==> src/rtl/fx_mul_pipe.sv <==
// Two-stage signed Qm.F multiplier: round-half-up, overflow flag and stats; latency 2, one result/cycle.
// Stalls back up from out_ready to in_ready; define FX_MUL_SAT_EN to clamp overflowed results instead of wrapping.
module fx_mul_pipe #(
  parameter int W     = 16,
  parameter int F     = 15,
  parameter int TAG_W = 4,
  parameter int CNT_W = 16
) (
  input  logic             clk,
  input  logic             rst,
  input  logic             in_valid,
  output logic             in_ready,
  input  logic [W-1:0]     in_a,
  input  logic [W-1:0]     in_b,
  input  logic [TAG_W-1:0] in_tag,
  output logic             out_valid,
  input  logic             out_ready,
  output logic [W-1:0]     out_y,
  output logic [TAG_W-1:0] out_tag,
  output logic             out_ovf,
  input  logic             clr_stats,
  output logic             ovf_sticky,
  output logic [CNT_W-1:0] ovf_count
);

  localparam logic [2*W:0]   RND   = {{(2*W){1'b0}}, 1'b1} << (F-1);
  localparam logic [W-1:0]   Y_MAX = {1'b0, {(W-1){1'b1}}};
  localparam logic [W-1:0]   Y_MIN = {1'b1, {(W-1){1'b0}}};
  localparam logic [CNT_W-1:0] CNT_MAX = '1;

  logic               s1_vld_q, s1_vld_d;
  logic [2*W-1:0]     s1_p_q, s1_p_d;
  logic [TAG_W-1:0]   s1_tag_q, s1_tag_d;
  logic               s2_vld_q, s2_vld_d;
  logic [W-1:0]       s2_y_q, s2_y_d;
  logic [TAG_W-1:0]   s2_tag_q, s2_tag_d;
  logic               s2_ovf_q, s2_ovf_d;
  logic               sticky_q, sticky_d;
  logic [CNT_W-1:0]   cnt_q, cnt_d;

  logic               s1_adv, s2_adv, out_fire;
  logic signed [2*W-1:0] prod;
  logic signed [2*W:0]   sum, r;
  logic [W+1:0]       r_hi;
  logic               ovf_c;
  logic [W-1:0]       y_c;

  assign s2_adv   = !s2_vld_q || out_ready;
  assign s1_adv   = !s1_vld_q || s2_adv;
  assign in_ready = s1_adv;
  assign out_fire = s2_vld_q && out_ready;

  // Operands are sign-extended to 2W so the product needs no wider context.
  assign prod = $signed({{W{in_a[W-1]}}, in_a}) * $signed({{W{in_b[W-1]}}, in_b});

  // One guard bit above the product keeps the rounding add from overflowing.
  assign sum   = $signed({s1_p_q[2*W-1], s1_p_q}) + $signed(RND);
  assign r     = sum >>> F;
  assign r_hi  = r[2*W:W-1];
  assign ovf_c = !((&r_hi) || !(|r_hi));

`ifdef FX_MUL_SAT_EN
  assign y_c = ovf_c ? (r[2*W] ? Y_MIN : Y_MAX) : r[W-1:0];
`else
  assign y_c = r[W-1:0];
`endif

  always_comb begin
    s1_vld_d = s1_vld_q;
    s1_p_d   = s1_p_q;
    s1_tag_d = s1_tag_q;
    s2_vld_d = s2_vld_q;
    s2_y_d   = s2_y_q;
    s2_tag_d = s2_tag_q;
    s2_ovf_d = s2_ovf_q;
    sticky_d = sticky_q;
    cnt_d    = cnt_q;

    if (s1_adv) begin
      s1_vld_d = in_valid;
      if (in_valid) begin
        s1_p_d   = prod;
        s1_tag_d = in_tag;
      end
    end

    if (s2_adv) begin
      s2_vld_d = s1_vld_q;
      if (s1_vld_q) begin
        s2_y_d   = y_c;
        s2_tag_d = s1_tag_q;
        s2_ovf_d = ovf_c;
      end
    end

    // Clear takes priority over a coincident counted transfer.
    if (clr_stats) begin
      sticky_d = 1'b0;
      cnt_d    = '0;
    end else if (out_fire && s2_ovf_q) begin
      sticky_d = 1'b1;
      if (cnt_q != CNT_MAX) cnt_d = cnt_q + 1'b1;
    end
  end

  always_ff @(posedge clk) begin
    if (rst) begin
      s1_vld_q <= 1'b0;
      s1_p_q   <= '0;
      s1_tag_q <= '0;
      s2_vld_q <= 1'b0;
      s2_y_q   <= '0;
      s2_tag_q <= '0;
      s2_ovf_q <= 1'b0;
      sticky_q <= 1'b0;
      cnt_q    <= '0;
    end else begin
      s1_vld_q <= s1_vld_d;
      s1_p_q   <= s1_p_d;
      s1_tag_q <= s1_tag_d;
      s2_vld_q <= s2_vld_d;
      s2_y_q   <= s2_y_d;
      s2_tag_q <= s2_tag_d;
      s2_ovf_q <= s2_ovf_d;
      sticky_q <= sticky_d;
      cnt_q    <= cnt_d;
    end
  end

  assign out_valid  = s2_vld_q;
  assign out_y      = s2_y_q;
  assign out_tag    = s2_tag_q;
  assign out_ovf    = s2_ovf_q;
  assign ovf_sticky = sticky_q;
  assign ovf_count  = cnt_q;

endmodule

==> config.mk <==
export PLATFORM = sky130hd
export DESIGN_NAME = fx_mul_pipe
export DESIGN_NICKNAME = d
export VERILOG_FILES = /design/src/rtl/fx_mul_pipe.sv
export SDC_FILE = /design/constraint.sdc
export NUM_CORES = 1
export LEC_CHECK = 0
export CELL_PAD_IN_SITES_DETAIL_PLACEMENT = 1
export CELL_PAD_IN_SITES_GLOBAL_PLACEMENT = 2
export CORE_MARGIN = 2
export CORE_UTILIZATION = 25
export DETAILED_ROUTE_END_ITERATION = 8
export GPL_ROUTABILITY_DRIVEN = 0
export HOLD_SLACK_MARGIN = 0.08
export PLACE_DENSITY = 0.61
export RECOVER_POWER = 25
export SLEW_MARGIN = 40
export SYNTH_ARGS = -nofsm -noshare
export SYNTH_HDL_FRONTEND = slang
export SYNTH_SLANG_ARGS = --single-unit
==> constraint.sdc <==
create_clock -name clk -period 8.7 [get_ports clk]
set_input_delay 1.74 -clock clk [delete_from_list [all_inputs] [get_ports clk]]
set_output_delay 1.74 -clock clk [all_outputs]
set_load 0.1 [all_outputs]
==> impl_summary.log <==
[metrics] outcome: finished, violations left
[metrics] violated checks: max-capacitance violations, max-slew violations
[metrics] total inserted antenna cells: 0
[metrics] synthesized instance count: 1353
[metrics] max-cap violations: 1
[metrics] global-route wire length before repair: 57300 um
[metrics] fin crit period: slightly below 8 ns
[metrics] type of the setup path with the least slack: primary input to flip-flop
[metrics] sort of element at the end of the critical path: flip-flop
[metrics] die width: 225 um
[metrics] length of the first detailed-routing pass in iterations: 4
[metrics] Post-CTS Hold Buffers: 0
[metrics] slowest stage cell, crit path: clkdlybuf4s50_1
[metrics] fraction of the yosys area taken by sequential cells: 10.1%
[metrics] CTS clk-pin slew, worst paths: 0.05 ns
[metrics] number of gates resized after CTS: 0
[metrics] flip-flop cell with the highest count after synthesis: dfxtp_1
[metrics] Initial Utilization: approximately 25%
[metrics] class of the worst hold path: flip-flop to flip-flop
[metrics] nets@finish: 1817
[metrics] Yosys reg bits: between 60 and 70
[metrics] most area-hungry cell type in the Yosys netlist: fa_1
[metrics] Least-Margin Pin Slew: 2.19 ns
[metrics] top achievable clock speed: around 130 MHz
[metrics] Total Wirelength: 34300 um
[metrics] pre-CTS setup slack: 0.571 ns
[metrics] unrepaired setup endpoints after global routing: no
[metrics] maximum number of pins on one net before global-route repair: 46
[metrics] leading cell type in the layout, fill and taps excluded: inv_1
[metrics] number of clock sinks: 62
[metrics] Area growth syn-to-layout: 14.5%
[metrics] count of boundary I/O pins: 81
[metrics] number of enable-type register cells in the synthesized netlist: 0
[metrics] via total after detailed routing: 9085
[metrics] GRT Overall Usage: 14.4%
[metrics] drt via density: ~4.4
[metrics] commonest cells after routing, fill and taps aside: inv_1 (294), fa_1 (261), nand2_1 (175)
[metrics] die height: approximately 230 um
[metrics] setup repair bufs after CTS: 0
[metrics] DRT iter0 DRCs: 239
[metrics] synthesis warning total: 0
[metrics] worst-case headroom to the max-slew limit: -46.1%
[metrics] average wire per cell in the routed design: 16.6 um
[metrics] library cell appearing most often on the critical path: fa_1
[metrics] cts bufs inserted: 9
[metrics] Final Hold Violating Endpoints: 0
[metrics] Setup violations, final: 0
[metrics] post-route antenna net violation count: 0
[metrics] number of antenna violations at the first check in global routing: 0
[metrics] largest incremental delay on the critical path: 0.65 ns
[metrics] overflow left after global routing: 0
[metrics] fraction of registers with async set or reset after synthesis: 0%
[metrics] count of input and output buffers: 80
[metrics] data arrival at the endpoint of the critical path: about 8.0 ns
[metrics] Post-Syn Area per Cell: 9.06 um2
[metrics] number of distinct standard cells referenced by the synthesized netlist: between 60 and 70
[metrics] htree depth: 3
[metrics] Req. time, crit path: 8.90 ns
[metrics] critical path launch point type: primary input
[metrics] Syn Nets: 1736
[metrics] proportion of layout cells with a drive suffix above 1: 6.88%
[metrics] final clock period utilization by the worst path: 90.0%
[metrics] CTS max path bufs: 2
[metrics] crit-path cells: clkdlybuf4s50_1, and2_1, fa_1, inv_1, fa_1, fa_1, inv_1, fa_1, fa_1, inv_1, fa_1, inv_1, ha_1, and3_1, a31o_2, a311oi_4, o22ai_1, o221ai_2, nor4_1, a211o_1
[metrics] TritonCTS clock tree: yes
[metrics] number of placement rows: 81
[metrics] sum of negative setup slack: 0 ns
[metrics] Core ar.: 48600 um2
[metrics] Detailed Place HPWL: approximately 29000 um
[metrics] Clk Latency, worst-skew pair: 0.33 ns
[metrics] overall die area: approximately 51000 um2
[metrics] netlist area before placement: 12300 um2
[metrics] area share of the largest cell type after synthesis: 42.6%
[metrics] Worst Hold Path Cells: 2
[metrics] Final WS setup: 0.873 ns
[metrics] clock root buffer: clkbuf_16
[metrics] via count of the first global-routing pass: 10727
[metrics] final slew viol count: 46
[metrics] critical path fanouts, max: 11
[metrics] leading post-synthesis cells by cell area: fa_1 (43%), dfxtp_1 (10%), inv_1 (9.0%)
[metrics] Register-to-Register Path Depth: 7
[metrics] final clock skew: 0.00615 ns
[metrics] worst hold margin: 0.453 ns
[metrics] # DRC: 0
-- synth_stat cells (4+ instances only) --
library cell,n
inv_1,294
o21a_1,7
dfxtp_1,62
and3_1,10
xor2_1,23
ha_1,81
nand2b_1,6
fa_1,261
nor2_1,50
nand2_1,175
nand3_1,22
nor3_1,9
and2_1,129
o21ai_0,10
a21oi_1,37
nand4_1,12
nor2b_1,6
and4_1,4
a211oi_1,17
clkbuf_1,45
a21o_1,4
xnor2_1,21
-- through the flow --
stage / std cells / util, % / cell area, um2
4_1_cts: 2061 / 28.9 / 14100
5_1_grt: 2061 / 28.9 / 14000
3_5_place_dp: 2045 / 28.3 / 13700
6_report: 2061 / 28.9 / 14000
2_1_floorplan: 1353 / - / 12300
3_3_place_gp: 2045 / 28.7 / 13900
-- per-layer routing --
metal  wire [um]  vias up  track usage (%)
met1       14800     4740             17.7
met2       18800       57             28.0
met3         443       20             1.11
met4         306        0             1.60
met5           0        -                0
li1            -     4268                -
-- flip-flops by register name (all words and copies together) (netlist names) --
name / flops
out_valid: 1
s1_tag_q: 4
ovf_sticky: 1
s1_vld_q: 1
out_tag: 4
out_y: 16
ovf_count: 16
s1_p_q: 18
out_ovf: 1
-- kinds of logic (layout without fill, tap and decap cells) --
kind of cell               count (synthesis)  count (layout)  synth area share, %
AOI/OAI and AO/OA                        114             114                 6.76
adders and majority gates                342             342                 50.9
xor gates and xnor gates                  44              44                 3.14
and+or+nand+nor                          446             446                 18.4
buffers and inverters                    342             428                 10.5
DFF                                       62              62                 10.1
muxes                                      3               3                0.255
-- cell type report --
class	instances	area, um2
clock buffers	14	284
well taps	622	778
clock inverters	2	37.5
fillers	5733	34600
repair buffers	118	860
multi-input cells	949	9740
flip-flops and latches	62	1240
inverters	294	1100
-- critical path, delay by kind of cell --
family                     cells  cell delay [ns]
and+or+nand+nor                3             0.58
adders and majority gates      7             3.43
AOI/OAI and AO/OA              5             1.40
buffers and inverters          5             0.87
-- worst paths after layout --
check	startpoint	to	slack [ns]
worst max-delay path	in_b[4]	s1_p_q[30]$_SDFFE_PP0P_	0.87
worst min-delay path	s1_tag_q[1]$_SDFFE_PP0P_	out_tag[1]$_SDFFE_PP0P_	0.45
worst max register to register	ovf_count[0]$_SDFFE_PP0P_	ovf_count[15]$_SDFFE_PP0P_	6.66
worst min register to register	s1_tag_q[1]$_SDFFE_PP0P_	out_tag[1]$_SDFFE_PP0P_	0.45
Power is not shown: default switching activity piles up to over one toggle a cycle in this logic, so the estimate is an artifact.
